<file path="config.mk">
export PLATFORM = sky130hd
export DESIGN_NAME = alu_cntrl_q_flat
export DESIGN_NICKNAME = d
export VERILOG_FILES = /design/src/rtl/alu_cntrl_pkg.sv /design/src/rtl/alu_cntrl_q_if.sv /design/src/rtl/alu_cntrl_dec.sv /design/src/rtl/alu_cntrl_q.sv /design/src/flat_wrapper.sv
export SDC_FILE = /design/constraint.sdc
export NUM_CORES = 1
export LEC_CHECK = 0
export CORE_MARGIN = 2
export CORE_UTILIZATION = 44
export DETAILED_ROUTE_END_ITERATION = 7
export PLACE_DENSITY = 0.73
export SLEW_MARGIN = 20
export SYNTH_ARGS = -nofsm -noshare
export SYNTH_HDL_FRONTEND = slang
export SYNTH_SLANG_ARGS = --single-unit
</file>
<file path="constraint.sdc">
create_clock -name clk -period 1.9 [get_ports clk]
set_clock_uncertainty 0.05 [all_clocks]
set_input_delay 0.38 -clock clk [delete_from_list [all_inputs] [get_ports clk]]
set_output_delay 0.38 -clock clk [all_outputs]
set_load 0.01 [all_outputs]
</file>
<file path="src/rtl/alu_cntrl_pkg.sv">
// Shared definitions for the queued ALU control decoder: opcodes, ALU op encodings,
// the 7-bit control word and the helper used by the decoder.
package alu_cntrl_pkg;

  localparam logic [4:0] OP_ADDI  = 5'b01000;
  localparam logic [4:0] OP_SUBI  = 5'b01001;
  localparam logic [4:0] OP_XORI  = 5'b01010;
  localparam logic [4:0] OP_ANDNI = 5'b01011;
  localparam logic [4:0] OP_ROLI  = 5'b10100;
  localparam logic [4:0] OP_SLLI  = 5'b10101;
  localparam logic [4:0] OP_RORI  = 5'b10110;
  localparam logic [4:0] OP_SRLI  = 5'b10111;
  localparam logic [4:0] OP_RRR   = 5'b11011;
  localparam logic [4:0] OP_SHR   = 5'b11010;
  localparam logic [4:0] OP_SEQ   = 5'b11100;
  localparam logic [4:0] OP_SLT   = 5'b11101;
  localparam logic [4:0] OP_SLE   = 5'b11110;
  localparam logic [4:0] OP_SCO   = 5'b11111;
  localparam logic [4:0] OP_ST    = 5'b10000;
  localparam logic [4:0] OP_LD    = 5'b10001;
  localparam logic [4:0] OP_STU   = 5'b10011;

  localparam logic [2:0] ALU_ROL = 3'b000;
  localparam logic [2:0] ALU_SLL = 3'b001;
  localparam logic [2:0] ALU_ROR = 3'b010;
  localparam logic [2:0] ALU_SRL = 3'b011;
  localparam logic [2:0] ALU_ADD = 3'b100;
  localparam logic [2:0] ALU_OR  = 3'b101;
  localparam logic [2:0] ALU_XOR = 3'b110;
  localparam logic [2:0] ALU_AND = 3'b111;

  typedef struct packed {
    logic [2:0] alu_op;
    logic       inv_a;
    logic       inv_b;
    logic       cin;
    logic       sign;
  } ctrl_t;

  localparam ctrl_t CTRL_RST = 7'b1000000;

  // Occupancy derived from the entry count; the queue has no other control state.
  typedef enum logic [1:0] {
    StEmpty,
    StPartial,
    StFull
  } occ_e;

  // Shared by the immediate forms (010xx) and the register form keyed on funct.
  function automatic ctrl_t arith_ctrl(input logic [1:0] sel);
    ctrl_t c;
    c = CTRL_RST;
    unique case (sel)
      2'b00: c = '{alu_op: ALU_ADD, inv_a: 1'b0, inv_b: 1'b0, cin: 1'b0, sign: 1'b1};
      2'b01: c = '{alu_op: ALU_ADD, inv_a: 1'b1, inv_b: 1'b0, cin: 1'b1, sign: 1'b1};
      2'b10: c = '{alu_op: ALU_XOR, inv_a: 1'b0, inv_b: 1'b0, cin: 1'b0, sign: 1'b0};
      2'b11: c = '{alu_op: ALU_AND, inv_a: 1'b0, inv_b: 1'b1, cin: 1'b0, sign: 1'b0};
      default: c = CTRL_RST;
    endcase
    return c;
  endfunction

endpackage

</file>
<file path="src/rtl/alu_cntrl_q_if.sv">
// Producer- and consumer-side handshake bundle of the queued ALU control decoder.
interface alu_cntrl_q_if #(
  parameter int unsigned OPW   = 5,
  parameter int unsigned FW    = 2,
  parameter int unsigned DEPTH = 2,
  parameter int unsigned TAGW  = 4
) ();
  localparam int unsigned CW = $clog2(DEPTH + 1);

  logic            in_valid;
  logic            in_ready;
  logic [OPW-1:0]  in_opCode;
  logic [FW-1:0]   in_funct;
  logic [TAGW-1:0] in_tag;
  logic            flush;
  logic            out_valid;
  logic            out_ready;
  logic [2:0]      aluOp;
  logic            invA;
  logic            invB;
  logic            Cin;
  logic            sign;
  logic [TAGW-1:0] out_tag;
  logic [CW-1:0]   count;

  modport slave (
    input  in_valid, in_opCode, in_funct, in_tag, flush, out_ready,
    output in_ready, out_valid, aluOp, invA, invB, Cin, sign, out_tag, count
  );

  modport master (
    output in_valid, in_opCode, in_funct, in_tag, flush, out_ready,
    input  in_ready, out_valid, aluOp, invA, invB, Cin, sign, out_tag, count
  );
endinterface

</file>
<file path="src/rtl/alu_cntrl_dec.sv">
// Combinational opCode/funct to ALU control word decoder.
module alu_cntrl_dec
  import alu_cntrl_pkg::*;
#(
  parameter int unsigned OPW = 5,
  parameter int unsigned FW  = 2
) (
  input  logic [OPW-1:0] opCode,
  input  logic [FW-1:0]  funct,
  output ctrl_t          ctrl
);
  logic       hi_zero;
  logic [4:0] op;
  logic [1:0] fn;

  // Any set bit above [4:0] forces the default decode.
  if (OPW > 5) begin : g_hi
    assign hi_zero = ~|opCode[OPW-1:5];
  end else begin : g_no_hi
    assign hi_zero = 1'b1;
  end

  assign op = opCode[4:0];
  assign fn = funct[1:0];

  always_comb begin
    ctrl = CTRL_RST;
    if (hi_zero) begin
      unique case (op)
        OP_ADDI, OP_SUBI, OP_XORI, OP_ANDNI: ctrl = arith_ctrl(op[1:0]);
        OP_RRR: ctrl = arith_ctrl(fn);
        OP_ROLI, OP_SLLI, OP_RORI, OP_SRLI: ctrl.alu_op = {1'b0, op[1:0]};
        OP_SHR: ctrl.alu_op = {1'b0, fn};
        OP_SEQ, OP_SLT, OP_SLE: begin
          ctrl.inv_b = 1'b1;
          ctrl.cin   = 1'b1;
          ctrl.sign  = 1'b1;
        end
        OP_ST, OP_LD, OP_STU: ctrl.sign = 1'b1;
        default: ctrl = CTRL_RST;
      endcase
    end
  end
endmodule

</file>
<file path="src/rtl/alu_cntrl_q.sv">
// Queued ALU control decoder: decode at the input, DEPTH-entry FIFO to execute.
// Define ALU_CNTRL_Q_BYPASS_EN for a zero-latency path when the queue is empty.
module alu_cntrl_q
  import alu_cntrl_pkg::*;
#(
  parameter int unsigned OPW   = 5,
  parameter int unsigned FW    = 2,
  parameter int unsigned DEPTH = 2,
  parameter int unsigned TAGW  = 4
) (
  input logic          clk,
  input logic          rst,
  alu_cntrl_q_if.slave bus
);
  localparam int unsigned PW = (DEPTH > 1) ? $clog2(DEPTH) : 1;
  localparam int unsigned CW = $clog2(DEPTH + 1);

  ctrl_t           dec_ctrl;
  ctrl_t           ctrl_mem_q [DEPTH];
  logic [TAGW-1:0] tag_mem_q  [DEPTH];
  logic [PW-1:0]   wptr_q, rptr_q;
  logic [CW-1:0]   count_q, count_d;
  occ_e            occ;
  logic            push, pop, bypass;
  ctrl_t           head_ctrl;
  logic [TAGW-1:0] head_tag;

  alu_cntrl_dec #(
    .OPW(OPW),
    .FW (FW)
  ) u_dec (
    .opCode(bus.in_opCode),
    .funct (bus.in_funct),
    .ctrl  (dec_ctrl)
  );

  function automatic logic [PW-1:0] ptr_inc(input logic [PW-1:0] p);
    return (p == PW'(DEPTH - 1)) ? '0 : p + 1'b1;
  endfunction

  always_comb begin
    occ = StPartial;
    if (count_q == '0) begin
      occ = StEmpty;
    end else if (count_q == CW'(DEPTH)) begin
      occ = StFull;
    end
  end

`ifdef ALU_CNTRL_Q_BYPASS_EN
  assign bypass = (occ == StEmpty) & bus.in_valid & bus.out_ready & ~bus.flush;
`else
  assign bypass = 1'b0;
`endif

  // A bypassed word is consumed directly, so it is neither written nor popped.
  assign push = bus.in_valid & bus.in_ready & ~bypass & ~bus.flush;
  assign pop  = (occ != StEmpty) & bus.out_ready & ~bus.flush;

  always_comb begin
    count_d = count_q;
    if (bus.flush) begin
      count_d = '0;
    end else if (push && !pop) begin
      count_d = count_q + 1'b1;
    end else if (pop && !push) begin
      count_d = count_q - 1'b1;
    end
  end

  always_ff @(posedge clk) begin
    if (rst) begin
      count_q <= '0;
      wptr_q  <= '0;
      rptr_q  <= '0;
      for (int i = 0; i < DEPTH; i++) begin
        ctrl_mem_q[i] <= CTRL_RST;
        tag_mem_q[i]  <= '0;
      end
    end else begin
      count_q <= count_d;
      if (bus.flush) begin
        wptr_q <= '0;
        rptr_q <= '0;
      end else begin
        if (push) begin
          ctrl_mem_q[wptr_q] <= dec_ctrl;
          tag_mem_q[wptr_q]  <= bus.in_tag;
          wptr_q             <= ptr_inc(wptr_q);
        end
        if (pop) begin
          rptr_q <= ptr_inc(rptr_q);
        end
      end
    end
  end

  assign head_ctrl = bypass ? dec_ctrl : ctrl_mem_q[rptr_q];
  assign head_tag  = bypass ? bus.in_tag : tag_mem_q[rptr_q];

  assign bus.in_ready  = (occ != StFull);
  assign bus.out_valid = (occ != StEmpty) | bypass;
  assign bus.aluOp     = head_ctrl.alu_op;
  assign bus.invA      = head_ctrl.inv_a;
  assign bus.invB      = head_ctrl.inv_b;
  assign bus.Cin       = head_ctrl.cin;
  assign bus.sign      = head_ctrl.sign;
  assign bus.out_tag   = head_tag;
  assign bus.count     = count_q;
endmodule

</file>
<file path="src/flat_wrapper.sv">
// flat-port wrapper written by rule: the top's interface ports become plain ports
module alu_cntrl_q_flat import alu_cntrl_pkg::*;
#(
  parameter int unsigned OPW   = 5,
  parameter int unsigned FW    = 2,
  parameter int unsigned DEPTH = 2,
  parameter int unsigned TAGW  = 4
)
  (clk, rst, bus_in_valid, bus_in_opCode, bus_in_funct, bus_in_tag, bus_flush, bus_out_ready, bus_in_ready, bus_out_valid, bus_aluOp, bus_invA, bus_invB, bus_Cin, bus_sign, bus_out_tag, bus_count);
  alu_cntrl_q_if #(.OPW(OPW), .FW(FW), .DEPTH(DEPTH), .TAGW(TAGW)) bus_i ();
  input logic clk;
  input logic rst;
  input wire logic [$bits(bus_i.in_valid)-1:0] bus_in_valid;
  input wire logic [$bits(bus_i.in_opCode)-1:0] bus_in_opCode;
  input wire logic [$bits(bus_i.in_funct)-1:0] bus_in_funct;
  input wire logic [$bits(bus_i.in_tag)-1:0] bus_in_tag;
  input wire logic [$bits(bus_i.flush)-1:0] bus_flush;
  input wire logic [$bits(bus_i.out_ready)-1:0] bus_out_ready;
  output wire logic [$bits(bus_i.in_ready)-1:0] bus_in_ready;
  output wire logic [$bits(bus_i.out_valid)-1:0] bus_out_valid;
  output wire logic [$bits(bus_i.aluOp)-1:0] bus_aluOp;
  output wire logic [$bits(bus_i.invA)-1:0] bus_invA;
  output wire logic [$bits(bus_i.invB)-1:0] bus_invB;
  output wire logic [$bits(bus_i.Cin)-1:0] bus_Cin;
  output wire logic [$bits(bus_i.sign)-1:0] bus_sign;
  output wire logic [$bits(bus_i.out_tag)-1:0] bus_out_tag;
  output wire logic [$bits(bus_i.count)-1:0] bus_count;
  assign bus_i.in_valid = bus_in_valid;
  assign bus_i.in_opCode = bus_in_opCode;
  assign bus_i.in_funct = bus_in_funct;
  assign bus_i.in_tag = bus_in_tag;
  assign bus_i.flush = bus_flush;
  assign bus_i.out_ready = bus_out_ready;
  assign bus_in_ready = bus_i.in_ready;
  assign bus_out_valid = bus_i.out_valid;
  assign bus_aluOp = bus_i.aluOp;
  assign bus_invA = bus_i.invA;
  assign bus_invB = bus_i.invB;
  assign bus_Cin = bus_i.Cin;
  assign bus_sign = bus_i.sign;
  assign bus_out_tag = bus_i.out_tag;
  assign bus_count = bus_i.count;
  alu_cntrl_q #(.OPW(OPW), .FW(FW), .DEPTH(DEPTH), .TAGW(TAGW)) u_core (.clk(clk), .rst(rst), .bus(bus_i));
endmodule
</file>
Word level (Yosys, flattened, before mapping)
Memory sizes are Yosys's and may differ from the RTL's. A register that Yosys moved wholly into a read port is not among the register bits.
Index checks and enable logic that the tools add are counted.
{"block": "word_totals", "out_inout_bits": 15, "ff_bits": 4, "latch_bits": 0, "memories": 2, "in_bits": 16, "romBits": 0, "wordCells": 82, "ram_bits": 22}
{"block": "op_classes", "n_reduce_logical": 16, "n_addsub": 4, "mul": 0, "eq_ne": 24, "n_lt_le_gt_ge": 0, "n_mux": 28, "bitwise_logic": 5, "div": 0, "n_shift": 0}
{"name": "u_core.ctrl_mem_q", "words": 2, "word_bits": 7, "rd": 1, "rd_clocked_by_memory_dff": 1, "write_ports": 2, "line": "alu_cntrl_q.sv:19", "rtl": "ctrl_t ctrl_mem_q [DEPTH];"}
{"name": "u_core.tag_mem_q", "words": 2, "word_bits": 4, "rd": 1, "rd_clocked_by_memory_dff": 1, "write_ports": 2, "line": "alu_cntrl_q.sv:20", "rtl": "logic [TAGW-1:0] tag_mem_q [DEPTH];"}
{"cell": "equality test 5 bit (second input constant)", "count": 12}
{"cell": "case mux 7 bit (4 select lines)", "count": 2}
{"cell": "equality test 5 x 4 -> 1 bit (second input constant)", "count": 4}
{"cell": "2-to-1 mux 1 bit", "count": 16}
{"cell": "case mux 3 bit (4 select lines)", "count": 1}
{"cell": "OR reduction 4 bit", "count": 3}
{"cell": "equality test 2 bit (second input constant)", "count": 5}
{"cell": "2-to-1 mux 2 bit", "count": 4}
{"cell": "2-to-1 mux 7 bit", "count": 1}
{"cell": "OR reduction 7 bit", "count": 1}
{"cell": "logical NOT 2 bit", "count": 3}
{"cell": "case mux 2 bit (3 select lines)", "count": 1}
{"cell": "OR reduction 6 bit", "count": 1}
{"cell": "AND 1 bit", "count": 4}
{"cell": "equality test 2 x 1 -> 1 bit (second input constant)", "count": 2}
{"cell": "2-to-1 mux 4 bit", "count": 1}
{"cell": "nonzero test 2 bit", "count": 2}
{"cell": "case mux 1 bit (3 select lines)", "count": 1}
{"cell": "OR reduction 3 bit", "count": 1}
{"cell": "adder 1 bit (second input constant)", "count": 2}
{"cell": "adder 2 x 1 -> 2 bit (second input constant)", "count": 1}
{"cell": "logical AND 1 bit", "count": 2}
{"cell": "logical NOT 1 bit", "count": 2}
{"cell": "inequality test 2 bit (second input constant)", "count": 1}
{"cell": "other kinds (4)", "count": 4}

Longest topological paths before layout
{"block": "logic_depth", "ltp_word": 12, "depth_mapped": 8, "ltp_nobuf": 8}

By module
Synthesis repeated with hierarchy kept, for this count alone.
{"block": "unflattened", "hier_cells": 122, "hier_area_um2": 1430.1}
{"module": "alu_cntrl_q", "cells_each": 92, "area_per_inst_um2": 1244.9, "n_inst": 1, "seq_area_each_um2": 760.7}
{"module": "alu_cntrl_dec", "cells_each": 30, "area_per_inst_um2": 185.2, "n_inst": 1, "seq_area_each_um2": 0.0}

Worst setup path before layout
No wires, ideal clock.
{"block": "synth_timing", "path_type": "flip-flop to flip-flop", "start": "reg u_core.count_q[0], in the netlist u_core.bus.count[0]", "end": "mem u_core.ctrl_mem_q[0][0] (netlist name) (enable)", "setup_ps": 397, "period_less_slack_ps": 2147, "path_stages_with_launch": 5, "n_path_buf": 0, "slack_ps": -247, "arrival_ps": 1700, "required_ps": 1453, "cell_sequence": "dfxtp_1 > nor2b_1 > inv_1 > nand2_1 > o31ai_1"}
{"item": "start, declared", "line": "alu_cntrl_q.sv:22", "rtl": "logic [CW-1:0] count_q, count_d;"}
{"item": "start signal, assigned", "line": "alu_cntrl_q.sv:81", "rtl": "count_q <= count_d;"}
{"item": "end, declared", "line": "alu_cntrl_q.sv:19"}

==> results.py <==
metrics = {
    "timing": {
        "period_needed_ns": 1.84,
        "finalHoldWorstSlack_ns": 0.478,
        "period_share": 0.966,
        "hold_viol": 0,
        "setup_viol": 0,
        "maxSlewViolCount": 0,
        "slew_headroom": 0.709,
        "worst_pin_slew_ns": 0.431,
        "max_freq_mhz": 545,
    },
    "logic_synthesis": {
        "ys.flop_type": "edfxtp_1",
        "synth_common_cells": "22 x edfxtp_1, 11 x mux2_2, 9 x and2_1, 8 x nor2_1",
        "netlist_area_sq_um": 1360,
        "synth_edf_count": 22,
        "yosysTopAreaCell": "edfxtp_1",
        "syn-num-nets": 131,
        "ys_seq_area_frac": 0.561,
        "synth_top_area_frac": 0.488,
        "synthTopCellsByArea": "edfxtp_1 49%, mux2_2 9.1%, dfxtp_1 7.4%, and2_1 4.2%, a21oi_1 2.2%",
        "synth_area_per_cell_sq_um": 11.9,
        "synth-async-reset-ratio": 0,
        "synth_most_common_cell": "edfxtp_1",
        "yosysWarnings": 0,
        "synthCells": 114,
        "synth-seq-cells": 27,
        "ys_types": 34,
    },
    "floorplan": {
        "rows": 20,
        "die_w_um": 59.5,
        "core-area_sq_um": 2980,
        "chipHeight_um": 59.5,
        "initial_core_util": 0.455,
        "io-pin-count": 31,
        "die-area_sq_um": 3540,
    },
    "min_path": {
        "hold_class": "flip-flop to flip-flop",
        "worstHoldStart": "u_core.rptr_q$_SDFFE_PP0P_",
    },
    "power_and_ir_drop": {
        "p_leak_nw": 0.703,
        "vdd_drop_max_uv": 259,
        "powerDensity_nw_per_um2": 608,
    },
    "grt": {
        "met1_usage": 0.222,
        "grt_pass1_wl_um": 4450,
        "grt_pass1_vias": 981,
        "grtUsageMet3": 0.0328,
        "busiest_layer": "met2",
        "grt_overflow": 0,
        "grt_use_met2": 0.278,
        "track_usage": 0.171,
        "antenna_found_initial": 0,
        "grt_max_degree": 17,
    },
    "clock_network": {
        "clockBufferDepth": 2,
        "cts-buffers-inserted": 3,
        "cts_root_buffer": "clkbuf_4",
        "h-tree-depth": 1,
        "worstSkewPairLatency_ns": 0.34,
        "clock_sinks": 27,
        "path_clk_slew_ns": 0.15,
        "post_cts_buffers": 0,
        "cts_tree": "done",
    },
    "cells_and_area": {
        "nets": 181,
        "syn_to_final_growth_pct": 37.9,
        "post-route-util": 0.627,
        "antennaDiodeCount": 0,
        "fillers": 264,
        "layout-drive-gt1-share": 0.264,
    },
    "placed_design": {
        "place_hpwl_um": 2100,
        "portBuffers": 30,
        "gp_congestion": 0.813,
    },
    "drt": {
        "via_per_inst": 5.35,
        "first_iter_violations": 15,
        "vias": 1049,
        "detail_route.wirelength_um": 2800,
        "drt-pass1-iter-count": 4,
        "route.detailed.drc": 0,
        "ant_nets": 0,
        "wl_per_cell_um": 14.3,
    },
    "critical_path": {
        "startpoint_type": "flip-flop",
        "r2r-start": "u_core.bus.count[1]$_SDFFE_PP0P_",
        "cp_max_fo": 11,
        "critPathCaptureType": "primary output",
        "cp.required_ns": 1.47,
        "crit_type": "flip-flop to primary output",
        "crit_arrival_ns": 1.41,
    },
    "outcome": {
        "status": "finished, final reports clean",
    },
    "flow_run": {
        "drv_cap": 0,
    },
}
## worst paths after layout
kind,slack [ns],cells past startpoint,to
setup / recovery,0.06,3,bus_aluOp[2]
hold / removal,0.48,2,u_core.rptr_q$_SDFFE_PP0P_
setup reg to reg,0.08,6,u_core.bus.count[1]$_SDFFE_PP0P_
hold reg to reg,0.48,2,u_core.rptr_q$_SDFFE_PP0P_
## flip-flops by register name (all words and copies together) (netlist names), named ones only
signal	count
u_core.wptr_q	1
u_core.bus.count	2
u_core.tag_mem_q	8
u_core.ctrl_mem_q	14
u_core.rptr_q	1
## what timing repair did
action                     CTS  global route
resized for setup           21             9
hold buffers                 0             0
setup endpoints to repair   13             9
## placed cells by master (no fill, tap or decap), drive strengths merged, types with 3 or more instances in the layout
| cell type | Yosys | layout |
|---|---|---|
| edfxtp | 22 | 22 |
| buf | 2 | 19 |
| clkdlybuf4s50 | 0 | 17 |
| mux2 | 11 | 11 |
| clkdlybuf4s15 | 0 | 11 |
| and2 | 9 | 9 |
| nor2 | 8 | 8 |
| nand2 | 6 | 6 |
| a21oi | 6 | 6 |
| dfxtp | 5 | 5 |
| inv | 4 | 4 |
| a31oi | 4 | 4 |
| nor2b | 4 | 4 |
| o21ai | 3 | 3 |
| xor2 | 3 | 3 |
| clkbuf | 2 | 3 |
| or2 | 3 | 3 |
## where the power goes
group / internal [mW] / total [mW] / leakage [nW] / switching [mW]
clock: 0.0810 / 0.261 / 0.0139 / 0.180
combinational: 0.113 / 0.200 / 0.422 / 0.0869
sequential: 0.664 / 0.674 / 0.267 / 0.0100
total: 0.858 / 1.13 / 0.703 / 0.277
## critical path: stages, from the launching register on
cell,delay [ns]
dfxtp_2,0.37
buf_12,0.13
mux2_2,0.34
clkdlybuf4s15_1,0.23
## cells by family after synthesis
family,Yosys count,share of synthesized area
AND/OR/NAND/NOR,45,0.197
flip-flops,27,0.561
AO/OA/AOI/OAI,19,0.0886
multiplexers,11,0.0914
buffers and inverters,8,0.0332
XOR/XNOR,3,0.0194
adder cells (fa/ha/maj),1,0.00923
## stage by stage
step / TNS, ns / area, sq um / power [mW] / instances / setup slack [ns]
floorplan: 0 / 1360 / 0.775 / 114 / 0.0546
global placement: -0.556 / 1830 / 0.889 / 192 / -0.205
detailed placement: -1.02 / 1830 / 0.896 / 192 / -0.298
CTS: 0 / 1860 / 1.14 / 196 / 0.00165
global route: -0.00183 / 1870 / 1.18 / 196 / -0.00183
finish: 0 / 1870 / 1.13 / 196 / 0.0639
## layer usage
layer | share of wire | routed length, um
met4 | 0.020 | 55
met1 | 0.45 | 1260
met5 | 0 | 0
met2 | 0.49 | 1360
met3 | 0.043 | 121
## area by class of cell
cell class / count / area (sq um) / share of cell area
Timing Repair Buffer: 49 / 453 / 0.242
Inverter: 4 / 15.0 / 0.00804
Clock inverter: 1 / 7.51 / 0.00402
Multi-Input combinational cell: 79 / 562 / 0.301
Tap cell: 33 / 41.3 / 0.0221
Sequential cell: 27 / 767 / 0.411
Clock buffer: 3 / 22.5 / 0.0121
Power figures use the tool's default switching activity.
